## config.mk

```make
export PLATFORM = sky130hd
export DESIGN_NAME = div_32
export DESIGN_NICKNAME = d
export VERILOG_FILES = /design/src/rtl/div_32.sv
export SDC_FILE = /design/constraint.sdc
export NUM_CORES = 1
export LEC_CHECK = 0
export CELL_PAD_IN_SITES_DETAIL_PLACEMENT = 1
export CELL_PAD_IN_SITES_GLOBAL_PLACEMENT = 1
export CORE_MARGIN = 2
export CORE_UTILIZATION = 40
export DETAILED_ROUTE_END_ITERATION = 12
export HOLD_SLACK_MARGIN = 0.03
export PLACE_DENSITY = 0.81
export SLEW_MARGIN = 20
export SYNTH_ARGS = -nofsm -noshare
export SYNTH_HDL_FRONTEND = slang
export SYNTH_SLANG_ARGS = --single-unit
```

## constraint.sdc

```tcl
create_clock -name clk -period 4.26 [get_ports clk]
set_clock_uncertainty 0.15 [all_clocks]
set_input_delay 0.426 -clock clk [delete_from_list [all_inputs] [get_ports clk]]
set_output_delay 0.426 -clock clk [all_outputs]
set_load 0.01 [all_outputs]
```

## src/rtl/div_32.sv

```systemverilog
// =============================================================================
//  Module   : div_32
//  Purpose  : 32-bit restoring divider (RV32M DIV/DIVU/REM/REMU), one bit/cycle
//  Revision : 1.0
// =============================================================================
`default_nettype none

module div_32 (
    input  logic        clk,
    input  logic        rst_n,
    input  logic        i_start,
    input  logic        i_signed,
    input  logic [31:0] i_a,
    input  logic [31:0] i_b,
    output logic [31:0] o_quot,
    output logic [31:0] o_rem,
    output logic        o_busy,
    output logic        o_valid
);

    localparam logic [1:0] IDLE = 2'd0;
    localparam logic [1:0] CALC = 2'd1;
    localparam logic [1:0] FIX  = 2'd2;
    localparam logic [1:0] DONE = 2'd3;

    logic [1:0]  state_q, state_d;
    logic [4:0]  cnt_q,   cnt_d;
    logic [31:0] dvd_q,   dvd_d;
    logic [31:0] dvs_q,   dvs_d;
    logic [31:0] prem_q,  prem_d;
    logic        negq_q,  negq_d;
    logic        negr_q,  negr_d;
    logic [31:0] quot_q,  quot_d;
    logic [31:0] rem_q,   rem_d;

    logic [31:0] w_abs_a;
    logic [31:0] w_abs_b;
    logic        w_ovf;
    logic [32:0] w_trial;
    logic [32:0] w_sum;
    logic        w_carry;

    assign w_abs_a = (i_signed && i_a[31]) ? (~i_a + 32'd1) : i_a;
    assign w_abs_b = (i_signed && i_b[31]) ? (~i_b + 32'd1) : i_b;
    assign w_ovf   = i_signed && (i_a == 32'h8000_0000) && (i_b == 32'hFFFF_FFFF);

    // The divisor's bit 32 is zero, so the top stage of the carry chain reduces
    // to trial[32] OR the carry out of the lower 32 bits.
    assign w_trial = {prem_q, dvd_q[31]};
    assign w_sum   = {1'b0, w_trial[31:0]} + {1'b0, ~dvs_q} + 33'd1;
    assign w_carry = w_trial[32] | w_sum[32];

    always_comb begin
        state_d = state_q;
        cnt_d   = cnt_q;
        dvd_d   = dvd_q;
        dvs_d   = dvs_q;
        prem_d  = prem_q;
        negq_d  = negq_q;
        negr_d  = negr_q;
        quot_d  = quot_q;
        rem_d   = rem_q;
        case (state_q)
            IDLE, DONE: begin
                state_d = IDLE;
                if (i_start) begin
                    cnt_d  = 5'd0;
                    dvd_d  = w_abs_a;
                    dvs_d  = w_abs_b;
                    prem_d = 32'd0;
                    negq_d = i_signed & (i_a[31] ^ i_b[31]);
                    negr_d = i_signed & i_a[31];
                    if (i_b == 32'd0) begin
                        state_d = DONE;
                        quot_d  = 32'hFFFF_FFFF;
                        rem_d   = i_a;
                    end else if (w_ovf) begin
                        state_d = DONE;
                        quot_d  = 32'h8000_0000;
                        rem_d   = 32'd0;
                    end else begin
                        state_d = CALC;
                    end
                end
            end
            CALC: begin
                cnt_d  = cnt_q + 5'd1;
                dvd_d  = {dvd_q[30:0], w_carry};
                prem_d = w_carry ? w_sum[31:0] : w_trial[31:0];
                if (cnt_q == 5'd31) begin
                    state_d = FIX;
                end
            end
            FIX: begin
                quot_d  = negq_q ? (~dvd_q + 32'd1) : dvd_q;
                rem_d   = negr_q ? (~prem_q + 32'd1) : prem_q;
                state_d = DONE;
            end
            default: state_d = IDLE;
        endcase
    end

    always_ff @(posedge clk or negedge rst_n) begin
        if (!rst_n) begin
            state_q <= IDLE;
            cnt_q   <= 5'd0;
            dvd_q   <= 32'd0;
            dvs_q   <= 32'd0;
            prem_q  <= 32'd0;
            negq_q  <= 1'b0;
            negr_q  <= 1'b0;
            quot_q  <= 32'd0;
            rem_q   <= 32'd0;
        end else begin
            state_q <= state_d;
            cnt_q   <= cnt_d;
            dvd_q   <= dvd_d;
            dvs_q   <= dvs_d;
            prem_q  <= prem_d;
            negq_q  <= negq_d;
            negr_q  <= negr_d;
            quot_q  <= quot_d;
            rem_q   <= rem_d;
        end
    end

    assign o_quot  = quot_q;
    assign o_rem   = rem_q;
    assign o_busy  = (state_q == CALC) || (state_q == FIX);
    assign o_valid = (state_q == DONE);

endmodule

`default_nettype wire
```

Word-level counts from Yosys, hierarchy flattened
Cells that the tools add are included.
W data, S select, Z words.
{"block": "word_totals", "reg_bits": 169, "in_bits": 68, "output_inout_bits": 66, "word_cells": 71}
{"block": "op_classes", "n_addsub": 7, "n_eq_ne": 9, "muxes": 24, "bitwise": 9, "reduce_logical": 13}
{"cell": "$mux W32", "count": 13}
{"cell": "$pmux W32 S2", "count": 4}
{"cell": "$not A32 Y32", "count": 5}
{"cell": "$add A32 B1 Y32 const B", "count": 4}
{"cell": "$eq A32 B32 Y1 const B", "count": 2}
{"cell": "$add A32 B32 Y33", "count": 1}
{"cell": "$add A33 B1 Y33 const B", "count": 1}
{"cell": "$logic_not A32 Y1", "count": 1}
{"cell": "$pmux W5 S2", "count": 1}
{"cell": "$mux W2", "count": 4}
{"cell": "$pmux W2 S3", "count": 1}
{"cell": "$add A5 B1 Y5 const B", "count": 1}
{"cell": "$eq A5 B5 Y1 const B", "count": 1}
{"cell": "$mux W5", "count": 1}
{"cell": "$eq A2 B2 Y1 const B", "count": 2}
{"cell": "$logic_and A1 B1 Y1", "count": 4}
{"cell": "$ne A2 B2 Y1 const B", "count": 2}
{"cell": "$reduce_and A2 Y1", "count": 2}
{"cell": "$reduce_bool A2 Y1", "count": 2}
{"cell": "$ne A3 B3 Y1 const B", "count": 1}
{"cell": "$reduce_and A3 Y1", "count": 1}
{"cell": "$and A1 B1 Y1", "count": 2}
{"cell": "$eq A2 B1 Y1 const B", "count": 1}
{"cell": "$logic_not A2 Y1", "count": 1}
{"cell": "other kinds (4)", "count": 4}

Longest topological paths before layout
{"block": "logic_depth", "ltp_word": 7, "ltp_mapped": 13, "mapped_depth_nobuf": 11}

Least setup slack after synthesis
Ideal clock, no wire load.
{"block": "synth_path", "path_type": "register to register", "from": "register dvd_q[0]", "to": "register quot_q[28] (netlist: o_quot[28])", "setup_time_ns": 0.118, "t_arrival_ns": 2.966, "setup_slack_ns": 1.026, "path_stages_with_launch": 11, "n_path_buf": 0, "synth_period_minus_slack_ns": 3.234, "cell_sequence": "dfrtp_1 > inv_1 > ha_1 > or3b_2 > or4_4 > or4_4 > or4_4 > o31ai_4 > xor2_1 > a211oi_1 > a21o_1"}
{"block": "synth_via", "elab_chain_cells": 4}
{"element": "start: declaration", "line": "28", "text": "logic [31:0] dvd_q, dvd_d;"}
{"element": "start signal: assignment", "line": "117", "text": "dvd_q <= dvd_d;"}
{"element": "$not A32 Y32", "line": "95", "text": "quot_d = negq_q ? (~dvd_q + 32'd1) : dvd_q;"}
{"element": "$add A32 B1 Y32", "line": "95"}
{"element": "$mux W32", "line": "95"}
{"element": "$pmux W32 S2", "line": "63", "text": "case (state_q)"}
{"element": "end signal: assignment", "line": "122", "text": "quot_q <= quot_d;"}
{"element": "end: declaration", "line": "33", "text": "logic [31:0] quot_q, quot_d;"}
Every way passes these cells.
A chain may end at the register's enable or synchronous reset.

Worst setup path in the final report
{"block": "layout_path", "from": "register dvd_q[31]", "to": "register prem_q[25]"}
{"block": "layout_via", "elab_chain_cells": 5}
{"element": "$add A32 B32 Y33 *", "line": "50", "text": "assign w_sum = {1'b0, w_trial[31:0]} + {1'b0, ~dvs_q} + 33'd1;"}
{"element": "$add A33 B1 Y33 *", "line": "50"}
{"element": "$or A1 B1 Y1", "line": "51", "text": "assign w_carry = w_trial[32] | w_sum[32];"}
{"element": "$mux W32 *", "line": "89", "text": "prem_d = w_carry ? w_sum[31:0] : w_trial[31:0];"}
{"element": "$pmux W32 S2 *", "line": "63"}
{"element": "end signal: assignment", "line": "119", "text": "prem_q <= prem_d;"}
{"element": "end: declaration", "line": "30", "text": "logic [31:0] prem_q, prem_d;"}
Mark *: on every way between the ends. The rest lies on a longest branch, timed or not.

==> load_flow_metrics.sql <==
INSERT INTO impl_metrics (metric_group, metric, value, unit) VALUES
('critical_path', 'crit_slowest_cell', 'sky130_fd_sc_hd__buf_4', ''),
('place', 'hpwlAfterDp', '30.61', 'mm'),
('final_layout', 'layout.core_utilization', '0.4848', ''),
('timing', 'drv_slew', '0', ''),
('critical_path', 'critPathLaunchType', 'flop', ''),
('final_layout', 'finalNetCount', '1664', ''),
('synthesis', 'synth_top_area_frac', '0.3490', ''),
('run_status', 'outcome', 'finished clean', ''),
('synthesis', 'yosys.cell_types.count', '74', ''),
('detailed_routing', 'final_antenna_net_count', '0', ''),
('cts', 'clock_tree.htree_level_count', '4', ''),
('floorplan', 'fp.dieArea', '31700', 'µm²'),
('critical_path', 'critical_path.endpoint_type', 'flop', ''),
('timing', 'tns', '0', 'ps'),
('synthesis', 'async_reset_ff_frac', '1.000', ''),
('cts', 'holdBufCountCts', '1', ''),
('detailed_routing', 'avgViaCountPerCell', '5.816', ''),
('cts', 'tritoncts.num_buffers', '17', ''),
('detailed_routing', 'route.detailed.drc', '0', ''),
('cts', 'post_cts_buffers', '0', ''),
('global_routing', 'grt_pass1_wl', '64.41', 'mm'),
('floorplan', 'die-height', '178.1', 'µm'),
('timing', 'hold_slack', '329.8', 'ps'),
('timing', 'layout_worst_path_cycle_share', '0.8731', ''),
('final_layout', 'antenna_cells_inserted', '0', ''),
('power', 'p_leak', '0.006152', 'µW'),
('critical_path', 'cp_cell_sequence', 'inv_1, ha_1, fa_1, nand2b_1, a21oi_1, o211ai_1, nand3_1, a21oi_1, a21oi_4, buf_4, mux2i_1, o31ai_1', ''),
('final_layout', 'final_common_cell', 'sky130_fd_sc_hd__nand2_1', ''),
('synthesis', 'synth_seq_area_share', '0.3490', ''),
('timing', 'setup_viol', '0', ''),
('final_layout', 'layout.cells.most_common_list', 'sky130_fd_sc_hd__nand2_1, sky130_fd_sc_hd__dfrtp_1, sky130_fd_sc_hd__o21ai_0', ''),
('power', 'peakVddDrop', '336.9', 'µV'),
('final_layout', 'combined_area_of_the_multi_input_logic_cells', '7241', 'µm²'),
('synthesis', 'mean_cell_area_of_the_mapped_netlist', '8.334', 'µm²'),
('detailed_routing', 'detailedRoute.firstIterationViolations', '749', ''),
('synthesis', 'synth.cell_area', '12120', 'µm²'),
('min_path', 'min_path_type', 'reg -> reg', ''),
('timing', 'layout_min_cycle_time', '3719', 'ps'),
('timing', 'tightestPinTransition', '1097', 'ps'),
('global_routing', 'via_count_of_the_first_global_routing_pass', '11890', ''),
('floorplan', 'fp-row-count', '63', ''),
('detailed_routing', 'drt-wirelength-per-cell', '20.44', 'µm'),
('synthesis', 'yosysWarnings', '0', ''),
('critical_path', 'cp_data_arrival_time', '3850', 'ps'),
('final_layout', 'final_layout_size_suffix_gt1_frac', '0.06450', ''),
('timing', 'finalHoldViolations', '0', ''),
('floorplan', 'ios', '134', ''),
('cts', 'clockBufferDepth', '2', ''),
('floorplan', 'core', '29720', 'µm²'),
('synthesis', 'netlist.top_cell.by_area', 'sky130_fd_sc_hd__dfrtp_1', ''),
('global_routing', 'groute.usage.overall', '0.2601', ''),
('floorplan', 'die_x', '178.1', 'µm'),
('place', 'port_buffers', '133', ''),
('synthesis', 'postSynthRegisterBits', '169', ''),
('floorplan', 'floorplan.initialDensity', '0.4078', ''),
('detailed_routing', 'drt_wl_total', '39.99', 'mm'),
('flow_run', 'drv.max_cap_violation_count', '0', ''),
('critical_path', 'crit_top_cell', 'sky130_fd_sc_hd__a21oi_1', ''),
('critical_path', 'crit_path_max_incr_delay', '460', 'ps'),
('timing', 'rsz0062_at_grt', 'false', ''),
('global_routing', 'grt_max_degree', '98', ''),
('final_layout', 'n_fill_cell', '3547', ''),
('final_layout', 'area.growth.synth_to_final', '18.88', '%'),
('place', 'globalplace.congestion', '0.9373', ''),
('global_routing', 'global_route.overflow_total', '0', ''),
('synthesis', 'postSynthCellCount', '1454', ''),
('cts', 'postCtsResizedCells', '0', ''),
('critical_path', 'critPathMaxFanout', '29', ''),
('detailed_routing', 'detailroute.via_count', '11380', ''),
('critical_path', 'criticalPathCategory', 'reg -> reg', ''),
('final_layout', 'ff_latch_area', '4229', 'µm²');
==> layout make-up <==
type / instances / share of cell area
multi-input combinational: 1132 / 0.5026
sequential: 169 / 0.2936
timing repair buffer: 165 / 0.1120
tap: 390 / 0.03387
clock buffer: 17 / 0.02953
inverter: 68 / 0.01772
clock inverter: 15 / 0.01077
==> path summary, 6_finish.rpt <==
path / start / to / slack, ps / depth (start not counted)
max in group asynchronous: rst_n / o_rem[18]$_DFFE_PN0P_ / 2570 / 3
hold reg to reg: o_quot[12]$_DFFE_PN0P_ / o_quot[12]$_DFFE_PN0P_ / 330 / 1
hold / removal: o_quot[12]$_DFFE_PN0P_ / o_quot[12]$_DFFE_PN0P_ / 330 / 1
setup reg to reg: dvd_q[31]$_DFFE_PN0P_ / prem_q[25]$_DFFE_PN0P_ / 540 / 12
setup / recovery: dvd_q[31]$_DFFE_PN0P_ / prem_q[25]$_DFFE_PN0P_ / 540 / 12
min in group asynchronous: rst_n / o_quot[28]$_DFFE_PN0P_ / 490 / 2
==> worst max-delay path: cells and delay by family, from the launching register on <==
kind	cells	cell delay [ps]
AOI/OAI and AO/OA	5	1130
buffers and inverters	2	570
adders and majority gates	2	670
DFF	1	330
and+or+nand+nor	2	400
muxes	1	310
==> cells by family (layout without fill, tap and decap cells) <==
| logic type | after synthesis | after routing | share of synthesized area |
|---|---|---|---|
| AND/OR/NAND/NOR | 440 | 440 | 0.1748 |
| buffers and inverters | 153 | 265 | 0.05648 |
| adder cells (fa/ha/maj) | 43 | 43 | 0.04502 |
| flip-flops | 169 | 169 | 0.3490 |
| multiplexers | 35 | 35 | 0.02984 |
| AO/OA/AOI/OAI | 472 | 472 | 0.2422 |
| XOR/XNOR | 142 | 142 | 0.1026 |
==> Yosys cell counts, types with 5 or more instances <==
cell type                   instances
sky130_fd_sc_hd__o211ai_1           8
sky130_fd_sc_hd__nor2b_1            6
sky130_fd_sc_hd__nand4_1           17
sky130_fd_sc_hd__clkbuf_1          66
sky130_fd_sc_hd__or3_1             12
sky130_fd_sc_hd__a22oi_1           23
sky130_fd_sc_hd__nor2_1            84
sky130_fd_sc_hd__a211oi_1          32
sky130_fd_sc_hd__a21oi_1           96
sky130_fd_sc_hd__xor2_1            57
sky130_fd_sc_hd__a31oi_1           15
sky130_fd_sc_hd__o31ai_1           34
sky130_fd_sc_hd__nor4_1            14
sky130_fd_sc_hd__o21a_1             8
sky130_fd_sc_hd__nand3_1           29
sky130_fd_sc_hd__and3_1             9
sky130_fd_sc_hd__or4_4              5
sky130_fd_sc_hd__nor3_1            23
sky130_fd_sc_hd__nand2b_1           8
sky130_fd_sc_hd__xnor2_1           85
sky130_fd_sc_hd__or4_1             15
sky130_fd_sc_hd__o21ai_0          156
sky130_fd_sc_hd__o221ai_1           8
sky130_fd_sc_hd__mux2i_1           32
sky130_fd_sc_hd__or2_2             10
sky130_fd_sc_hd__ha_1              42
sky130_fd_sc_hd__dfrtp_1          169
sky130_fd_sc_hd__a21o_1            32
sky130_fd_sc_hd__a2bb2oi_1          5
sky130_fd_sc_hd__o21ai_1           15
sky130_fd_sc_hd__buf_6              9
sky130_fd_sc_hd__o41ai_1           14
sky130_fd_sc_hd__inv_1             67
sky130_fd_sc_hd__nand2_1          185
==> power by group <==
group	total [µW]	internal, µW	switching, µW
clock	1550	782	772
sequential	2570	2080	491
combinational	4080	1550	2530
==> metal layers <==
metal / share of wire / vias to the layer above / track usage / wire [µm]
met2: 0.48 / 301 / 0.4419 / 19130
met5: 0 / - / 0 / 0
met3: 0.038 / 78 / 0.02685 / 1539
met1: 0.44 / 5574 / 0.3301 / 17440
li1: - / 5423 / - / -
met4: 0.047 / 0 / 0.1277 / 1883
==> registers in the layout, summed over array words and instances, names as in the netlist <==
signal	flops
state_q	2
negr_q	1
dvd_q	32
o_quot	32
dvs_q	32
o_rem	32
cnt_q	5
prem_q	32
negq_q	1
==> metrics by stage <==
step	instances	area, µm²	setup slack [ps]	total power [µW]
2_1_floorplan	1454	12120	1026	5335
3_3_place_gp	1923	13820	466.2	6463
3_5_place_dp	1923	13820	302.7	6654
4_1_cts	1956	14410	606.5	8250
5_1_grt	1956	14410	349.7	8836
6_report	1956	14410	540.8	8203
Power figures use the tool's default switching activity.
